===== src/rtl/apb_flash_bridge_v2.sv =====
// APB slave front end for the flash controller.
// Oversamples pclk on clk and turns APB transfers into flash requests.
`timescale 1ns/1ps
module apb_flash_bridge_v2 #(
    parameter int ADDR_W   = 32,
    parameter int FLASH_AW = 24,
    parameter int DATA_W   = 32,
    parameter int TIMEOUT  = 1023,
    parameter int EN_WRITE = 1
) (
    input  logic                clk,
    input  logic                rst_n,
    input  logic                pclk,
    input  logic                psel,
    input  logic                penable,
    input  logic                pwrite,
    input  logic [ADDR_W-1:0]   paddr,
    input  logic [DATA_W-1:0]   pwdata,
    output logic                pready,
    output logic [DATA_W-1:0]   prdata,
    output logic                pslverr,
    output logic                req_valid,
    output logic                req_write,
    output logic [FLASH_AW-1:0] req_addr,
    output logic [DATA_W-1:0]   req_wdata,
    output logic                req_abort,
    input  logic                rsp_done,
    input  logic [DATA_W-1:0]   rsp_rdata,
    input  logic                rsp_err,
    output logic                busy
);

    localparam int CNT_W = $clog2(TIMEOUT + 1);
    localparam logic [CNT_W-1:0] CNT_LAST = CNT_W'(TIMEOUT - 1);

    typedef enum logic [1:0] {
        IDLE,
        WAIT,
        RESP,
        HOLD
    } state_t;

    state_t              state_q;
    logic                pclk_q;
    logic [CNT_W-1:0]    cnt_q;
    logic [CNT_W-1:0]    cnt_d;
    logic                req_valid_q;
    logic                req_write_q;
    logic                req_abort_q;
    logic                pslverr_q;
    logic [FLASH_AW-1:0] req_addr_q;
    logic [DATA_W-1:0]   req_wdata_q;
    logic [DATA_W-1:0]   prdata_q;

    logic pneg;
    logic ppos;
    logic acc;
    logic addr_ok;
    logic wr_ill;
    logic bad;
    logic tmo;

    assign pneg    = pclk_q & ~pclk;
    assign ppos    = ~pclk_q & pclk;
    assign acc     = pneg & psel & penable & (state_q == IDLE);
    assign addr_ok = (paddr[ADDR_W-1:FLASH_AW] == '0);
    assign wr_ill  = pwrite & (EN_WRITE == 0);
    assign bad     = ~addr_ok | wr_ill;
    assign tmo     = (cnt_q == CNT_LAST);
    assign cnt_d   = (cnt_q == '1) ? cnt_q : cnt_q + 1'b1;

    // Previous pclk sample for edge detection.
    always_ff @(posedge clk or negedge rst_n) begin
        if (!rst_n) begin
            pclk_q <= 1'b0;
        end else begin
            pclk_q <= pclk;
        end
    end

    // Transfer FSM with registered request and response outputs.
    always_ff @(posedge clk or negedge rst_n) begin
        if (!rst_n) begin
            state_q     <= IDLE;
            cnt_q       <= '0;
            req_valid_q <= 1'b0;
            req_write_q <= 1'b0;
            req_abort_q <= 1'b0;
            pslverr_q   <= 1'b0;
            req_addr_q  <= '0;
            req_wdata_q <= '0;
            prdata_q    <= '0;
        end else begin
            req_valid_q <= 1'b0;
            req_abort_q <= 1'b0;
            unique case (state_q)
                IDLE: begin
                    if (acc) begin
                        if (bad) begin
                            state_q   <= RESP;
                            pslverr_q <= 1'b1;
                            prdata_q  <= '0;
                        end else begin
                            state_q     <= WAIT;
                            req_valid_q <= 1'b1;
                            req_write_q <= pwrite;
                            req_addr_q  <= paddr[FLASH_AW-1:0];
                            req_wdata_q <= pwdata;
                            cnt_q       <= '0;
                        end
                    end
                end
                WAIT: begin
                    if (rsp_done) begin
                        state_q   <= RESP;
                        pslverr_q <= rsp_err;
                        if (!req_write_q) begin
                            prdata_q <= rsp_rdata;
                        end
                    end else if (tmo) begin
                        state_q     <= RESP;
                        req_abort_q <= 1'b1;
                        pslverr_q   <= 1'b1;
                        prdata_q    <= '0;
                    end else begin
                        cnt_q <= cnt_d;
                    end
                end
                RESP: begin
                    if (ppos) begin
                        state_q <= HOLD;
                    end
                end
                HOLD: begin
                    if (pneg) begin
                        state_q   <= IDLE;
                        pslverr_q <= 1'b0;
                    end
                end
                default: state_q <= IDLE;
            endcase
        end
    end

    assign pready    = (state_q == RESP) | (state_q == HOLD);
    assign busy      = (state_q != IDLE);
    assign prdata    = prdata_q;
    assign pslverr   = pslverr_q;
    assign req_valid = req_valid_q;
    assign req_write = req_write_q;
    assign req_addr  = req_addr_q;
    assign req_wdata = req_wdata_q;
    assign req_abort = req_abort_q;

endmodule


===== config.mk =====
export PLATFORM = sky130hd
export DESIGN_NAME = apb_flash_bridge_v2
export DESIGN_NICKNAME = d
export VERILOG_FILES = /design/src/rtl/apb_flash_bridge_v2.sv
export SDC_FILE = /design/constraint.sdc
export NUM_CORES = 1
export LEC_CHECK = 0
export CORE_MARGIN = 3
export CORE_UTILIZATION = 35
export DETAILED_ROUTE_END_ITERATION = 10
export DONT_BUFFER_PORTS = 1
export PLACE_DENSITY_LB_ADDON = 0.25
export RECOVER_POWER = 100
export SYNTH_ARGS = -nofsm -noshare
export SYNTH_HDL_FRONTEND = slang
export SYNTH_SLANG_ARGS = --single-unit
export TNS_END_PERCENT = 50

===== constraint.sdc =====
create_clock -name clk -period 2.6 [get_ports clk]
set_input_delay 0.65 -clock clk [delete_from_list [all_inputs] [get_ports clk]]
set_output_delay 0.65 -clock clk [all_outputs]
set_load 0.1 [all_outputs]

==> results of run 1 <==
[state kept, by name, summed over array words and instances (netlist names)]
signal and flops:
state_q 2, prdata 32, req_valid 1, pclk_q 1, pslverr 1, req_wdata 32
req_abort 1, req_addr 24, req_write 1, cnt_q 10
[cell families (layout without fill, tap and decap cells)]
logic type                 after synthesis  after routing  share of synthesized area
and+or+nand+nor                        253            253                      0.238
DFF                                    105            105                      0.558
muxes                                   36             36                      0.110
buffers and inverters                   35             94                     0.0335
AOI/OAI and AO/OA                       28             28                     0.0452
adders and majority gates                6              6                     0.0159
[metrics by stage]
stage | area (um2) | cells
floorplan | 4710 | 463
global placement | 5350 | 678
detailed placement | 5350 | 678
CTS | 5660 | 694
global route | 5310 | 694
finish | 5310 | 694
[area by class of cell]
class | instances | share of cell area
tap | 172 | 0.0405
timing repair buffer | 68 | 0.0563
clock buffer | 12 | 0.0483
clock inverter | 4 | 0.00966
sequential | 105 | 0.495
multi-input combinational | 323 | 0.343
inverter | 10 | 0.00707
[power by group through the flow]
stage | sequential (uW) | combinational [uW] | clock (uW)
3_3_place_gp | 3740 | 1470 | 0
2_1_floorplan | 3700 | 1250 | 0
5_1_grt | 3740 | 1340 | 1510
6_report | 3710 | 1220 | 1400
3_5_place_dp | 3750 | 1510 | 0
4_1_cts | 3720 | 1510 | 1450
[cell usage after synthesis, drive strengths merged (2+ instances only)]
cell,number
a211o,2
a21oi,3
a22o,4
a41oi,2
and3,33
and4,2
buf,6
clkbuf,19
dfrtp,105
ha,6
inv,10
mux2,36
nand2,181
nand2b,4
nand3,8
nand4,4
nand4b,2
nor2,12
nor2b,2
nor4,3
o2111ai,2
o21ai,7
o31ai,2
[what timing repair did]
action,CTS,global route
gates resized for setup,0,0
setup buffers,0,0
setup endpoints to repair,0,0
hold endpoints to repair,105,105
[worst max-delay path, stage by stage (launching register included)]
cell and delay, ps:
dfrtp_1 380, inv_1 80, ha_1 300, inv_1 100, clkbuf_2 460
[layer usage]
layer  share of wire  up-vias  wire (um)  track usage
met5               0        -          0            0
met4           0.017        0        190       0.0630
met3           0.062       15        698       0.0376
met2            0.50      108       5660        0.243
met1            0.42     1641       4680        0.188
li1                -     1636          -            -
[how the worst min path moves through the flow]
| stage | slack, ps | from | end |
|---|---|---|---|
| 6_report | 0.6 | rst_n | state_q[0] |
| 5_1_grt | -30 | rst_n | req_wdata[18] |
| 4_1_cts | -30 | rst_n | req_wdata[14] |
| 3_5_place_dp | 360 | rst_n | state_q[1] |
| 3_3_place_gp | 360 | rst_n | state_q[0] |
| 2_1_floorplan | 350 | rst_n | cnt_q[0] |
==> results.cfg, run 1 <==
[run]
drv_cap = 0

[grt]
grt_pass1_wl_mm = 17.7
grt_util_all_layers = 0.149
grt_pass1_vias = 3342
grt_max_degree = 106
overflow = 0
antenna_found_initial = 0

[power_and_ir_drop]
clkPwrFrac = 0.221
powerDensity_mw_per_mm2 = 1190
pwr-share-seq = 0.586
ir_drop_v = 0.000618
p_sw_uw = 3180
combPwrFrac = 0.193
internal_power_uw = 3140
total_leakage_power_uw = 0.00286
power_uw = 6320
switching_share = 0.503

[sta]
hold_viol = 0
period_share = 0.892
tns_ps = 0
slew_viol_final = 0
fmax_mhz = 431
tightest_slew_ps = 1240
clock_skew_ps = 6.52
rsz0062_at_grt = false
period_minus_slack_ps = 2320
max-slew-margin-rel = 0.170
setup_ws_ps = 281
setup_violations = 0
fin_hold_ws_ps = 0.593

[finish]
nNetsFinal = 627
regArea_mm2 = 0.00263
final.fill_count = 1327
final_common_cell = nand2_1
drive_gt1_frac = 0.0766
syn_to_final_growth_pct = 12.8
multiInputGateArea_mm2 = 0.00182
diodes = 0
final_cell_mix = nand2_1, dfrtp_1, clkbuf_1
fin_util = 0.412

[critical_path]
rr_startpoint = state_q[1]
setup.worst_path.start = state_q[0]
critPathRequiredTime_ps = 1950
critPathCaptureType = primary output
crit_path_end = busy
critPathKind = flip-flop to primary output
cp-start-kind = flip-flop
rr_endpoint = prdata[31]
reg2reg_depth = 8
arrival_ps = 1670
r2r_slack_ps = 350
critPathMaxFanout = 8

[drt]
wl_mm = 11.2
ant_nets = 0
dr.pass1.iters = 4
viasPerCell = 4.90
drt_iter0_markers = 182
drc = 0
vias = 3400
wire_per_inst_um = 16.2

[placed_design]
place_ws_ps = 194
hpwlAfterDp_mm = 7.99
globalplace.congestion = 0.830
io_buffers = 0

[cts]
cts_buffers = 9
path_clk_slew_ps = 70
cts-root-buf = clkbuf_16
cts.htree.levels = 3
clock_sinks = 105
cts_max_path_buffers = 2
tritoncts = done
clkLatencyLatePin_ps = 340

[floorplanning]
pin_count = 198
die_h_um = 122
rows = 41
die_w_um = 122
core_area_mm2 = 0.0129
die-area_mm2 = 0.0149
start_util = 0.366

[yosys]
postSynth.topFlopCell = dfrtp_1
yosysTopAreaCell = dfrtp_1
synth_edf_count = 0
yosysTopAreaCellShare = 0.558
yosysWarningCount = 0
synth_cell_types = 37
synthesis.area_mm2 = 0.00471
ys_seq_area_frac = 0.558
synth_area_leaders = dfrtp_1, nand2_1, mux2_4
synth_fp_nets = 573
synth_cells = 463
syn_area_per_cell_um2 = 10.2
ys_seq_elements = 105
async_flop_share = 1.00

[worst_hold_path]
hold_class = input pin to asynchronous set/reset pin

[run_status]
status = complete, no violations
Power figures use the tool's default switching activity.
==> inputs of run 2 (changes only) <==
--- a/config.mk
+++ b/config.mk
@@ -7,3 +7,3 @@
 export LEC_CHECK = 0
-export CORE_MARGIN = 3
+export CORE_MARGIN = 2
 export CORE_UTILIZATION = 35
==> constraint.sdc (replaced) <==
create_clock -name clk -period 2.6 [get_ports clk]
set_input_delay 0.26 -clock clk [delete_from_list [all_inputs] [get_ports clk]]
set_output_delay 0.26 -clock clk [all_outputs]
set_load 0.1 [all_outputs]
==> results.cfg, run 2 (same netlist as run 1, synthesis figures left out) <==
[run_status]
status = complete, but fails checks
violations = negative hold slack

[placed_design]
globalplace.congestion = 0.779
hpwlAfterDp_mm = 7.65
io_buffers = 0

[power_and_ir_drop]
clkPwrFrac = 0.229
total_leakage_power_uw = 0.00285
combPwrFrac = 0.190
powerDensity_mw_per_mm2 = 1230
internal_power_uw = 3230
pwr-share-seq = 0.581
p_sw_uw = 3210
ir_drop_v = 0.000570
switching_share = 0.499

[drt]
ant_nets = 0
viasPerCell = 4.97
dr.pass1.iters = 6
wl_mm = 11.1
drt_iter0_markers = 239
drc = 0
wire_per_inst_um = 17.0
vias = 3234

[sta]
setup_violations = 0
clock_skew_ps = 10.1
max-slew-margin-rel = 0.190
fmax_mhz = 444
tns_ps = 0
rsz0062_at_grt = false
period_share = 0.867
tightest_slew_ps = 1220
period_minus_slack_ps = 2250
fin_hold_ws_ps = -403
hold_viol = 105
slew_viol_final = 0

[grt]
antenna_found_initial = 0
grt_pass1_vias = 3204
grt_max_degree = 106
grt_pass1_wl_mm = 17.3
overflow = 0
grt_util_all_layers = 0.155

[finish]
fin_util = 0.398
nNetsFinal = 581
final_common_cell = nand2_1
multiInputGateArea_mm2 = 0.00183
final.fill_count = 1309
regArea_mm2 = 0.00263
syn_to_final_growth_pct = 11.4
diodes = 0
drive_gt1_frac = 0.0716
final_cell_mix = nand2_1, dfrtp_1, and3_1

[critical_path]
critPathRequiredTime_ps = 2830
rr_endpoint = prdata[6]
reg2reg_depth = 8
r2r_slack_ps = 350
cp-start-kind = flip-flop
path_buf_inv = 2
max_stage_delay_ps = 420
critPathMaxFanout = 14
rr_startpoint = state_q[1]
path_delay_family = compound AO/OA/AOI/OAI gates
arrival_ps = 2480
crit_cells = 8
critPathKind = flip-flop to flip-flop
critPathCaptureType = flip-flop
path_cells = inv_1 > ha_1 > nand2b_1 > a31oi_1 > nor2_1 > o2111ai_4 > clkbuf_1 > mux2_1
critPathSlowestCell = dfrtp_1

[floorplanning]
die_w_um = 120
start_util = 0.357
pin_count = 198
die-area_mm2 = 0.0144
core_area_mm2 = 0.0132
die_h_um = 120
rows = 42

[cts]
cts_max_path_buffers = 2
cts.repair.resized = 0
cts.htree.levels = 3
postCtsSetupBuffers = 0
tritoncts = done
clock_sinks = 105
cts_buffers = 9
path_clk_slew_ps = 70
clkLatencyLatePin_ps = 350
cts-root-buf = clkbuf_16
postCtsHoldBufs = 13

[run]
drv_cap = 0

[worst_hold_path]
hold_class = input pin to asynchronous set/reset pin
-- run 2: final cells by class --
type / instances / share of cell area
clock inverter: 4 / 0.0146
clock buffer: 11 / 0.0463
inverter: 10 / 0.00716
sequential: 105 / 0.501
tap: 176 / 0.0420
timing repair buffer: 22 / 0.0401
multi-input combinational: 323 / 0.349
-- run 2: per-layer routing --
layer  global-route usage  wire, um  vias up
met5                    0         0        -
met3               0.0404       620       16
met1                0.199      4740     1571
met4               0.0640       210        0
li1                     -         -     1540
met2                0.247      5480      107
-- run 2: worst max-delay path by stage --
stage                            end  slack (ps)  startpoint
final                      prdata[6]         350  state_q[1]
after global routing       prdata[6]         160  state_q[1]
after CTS                 prdata[26]         310  state_q[1]
after detailed placement  prdata[26]         340  state_q[1]
after global placement    prdata[22]         400  state_q[0]
after floorplan           prdata[10]         180  state_q[0]
-- run 2: through the flow --
| stage | instances | worst slack (ps) | area, um2 | total power, uW |
|---|---|---|---|---|
| final | 651 | 346 | 5250 | 6440 |
| after CTS | 651 | 314 | 5360 | 6780 |
| after global routing | 651 | 157 | 5250 | 6700 |
| after global placement | 623 | 402 | 4910 | 5230 |
| after detailed placement | 623 | 336 | 4910 | 5270 |
| after floorplan | 463 | 178 | 4710 | 4950 |
-- run 2: power groups by stage --
stage	Clock [uW]	Sequential [uW]	Combinational, uW
2_1_floorplan	0	3700	1250
3_3_place_gp	0	3780	1450
3_5_place_dp	0	3790	1480
4_1_cts	1520	3760	1500
5_1_grt	1590	3780	1320
6_report	1470	3740	1220
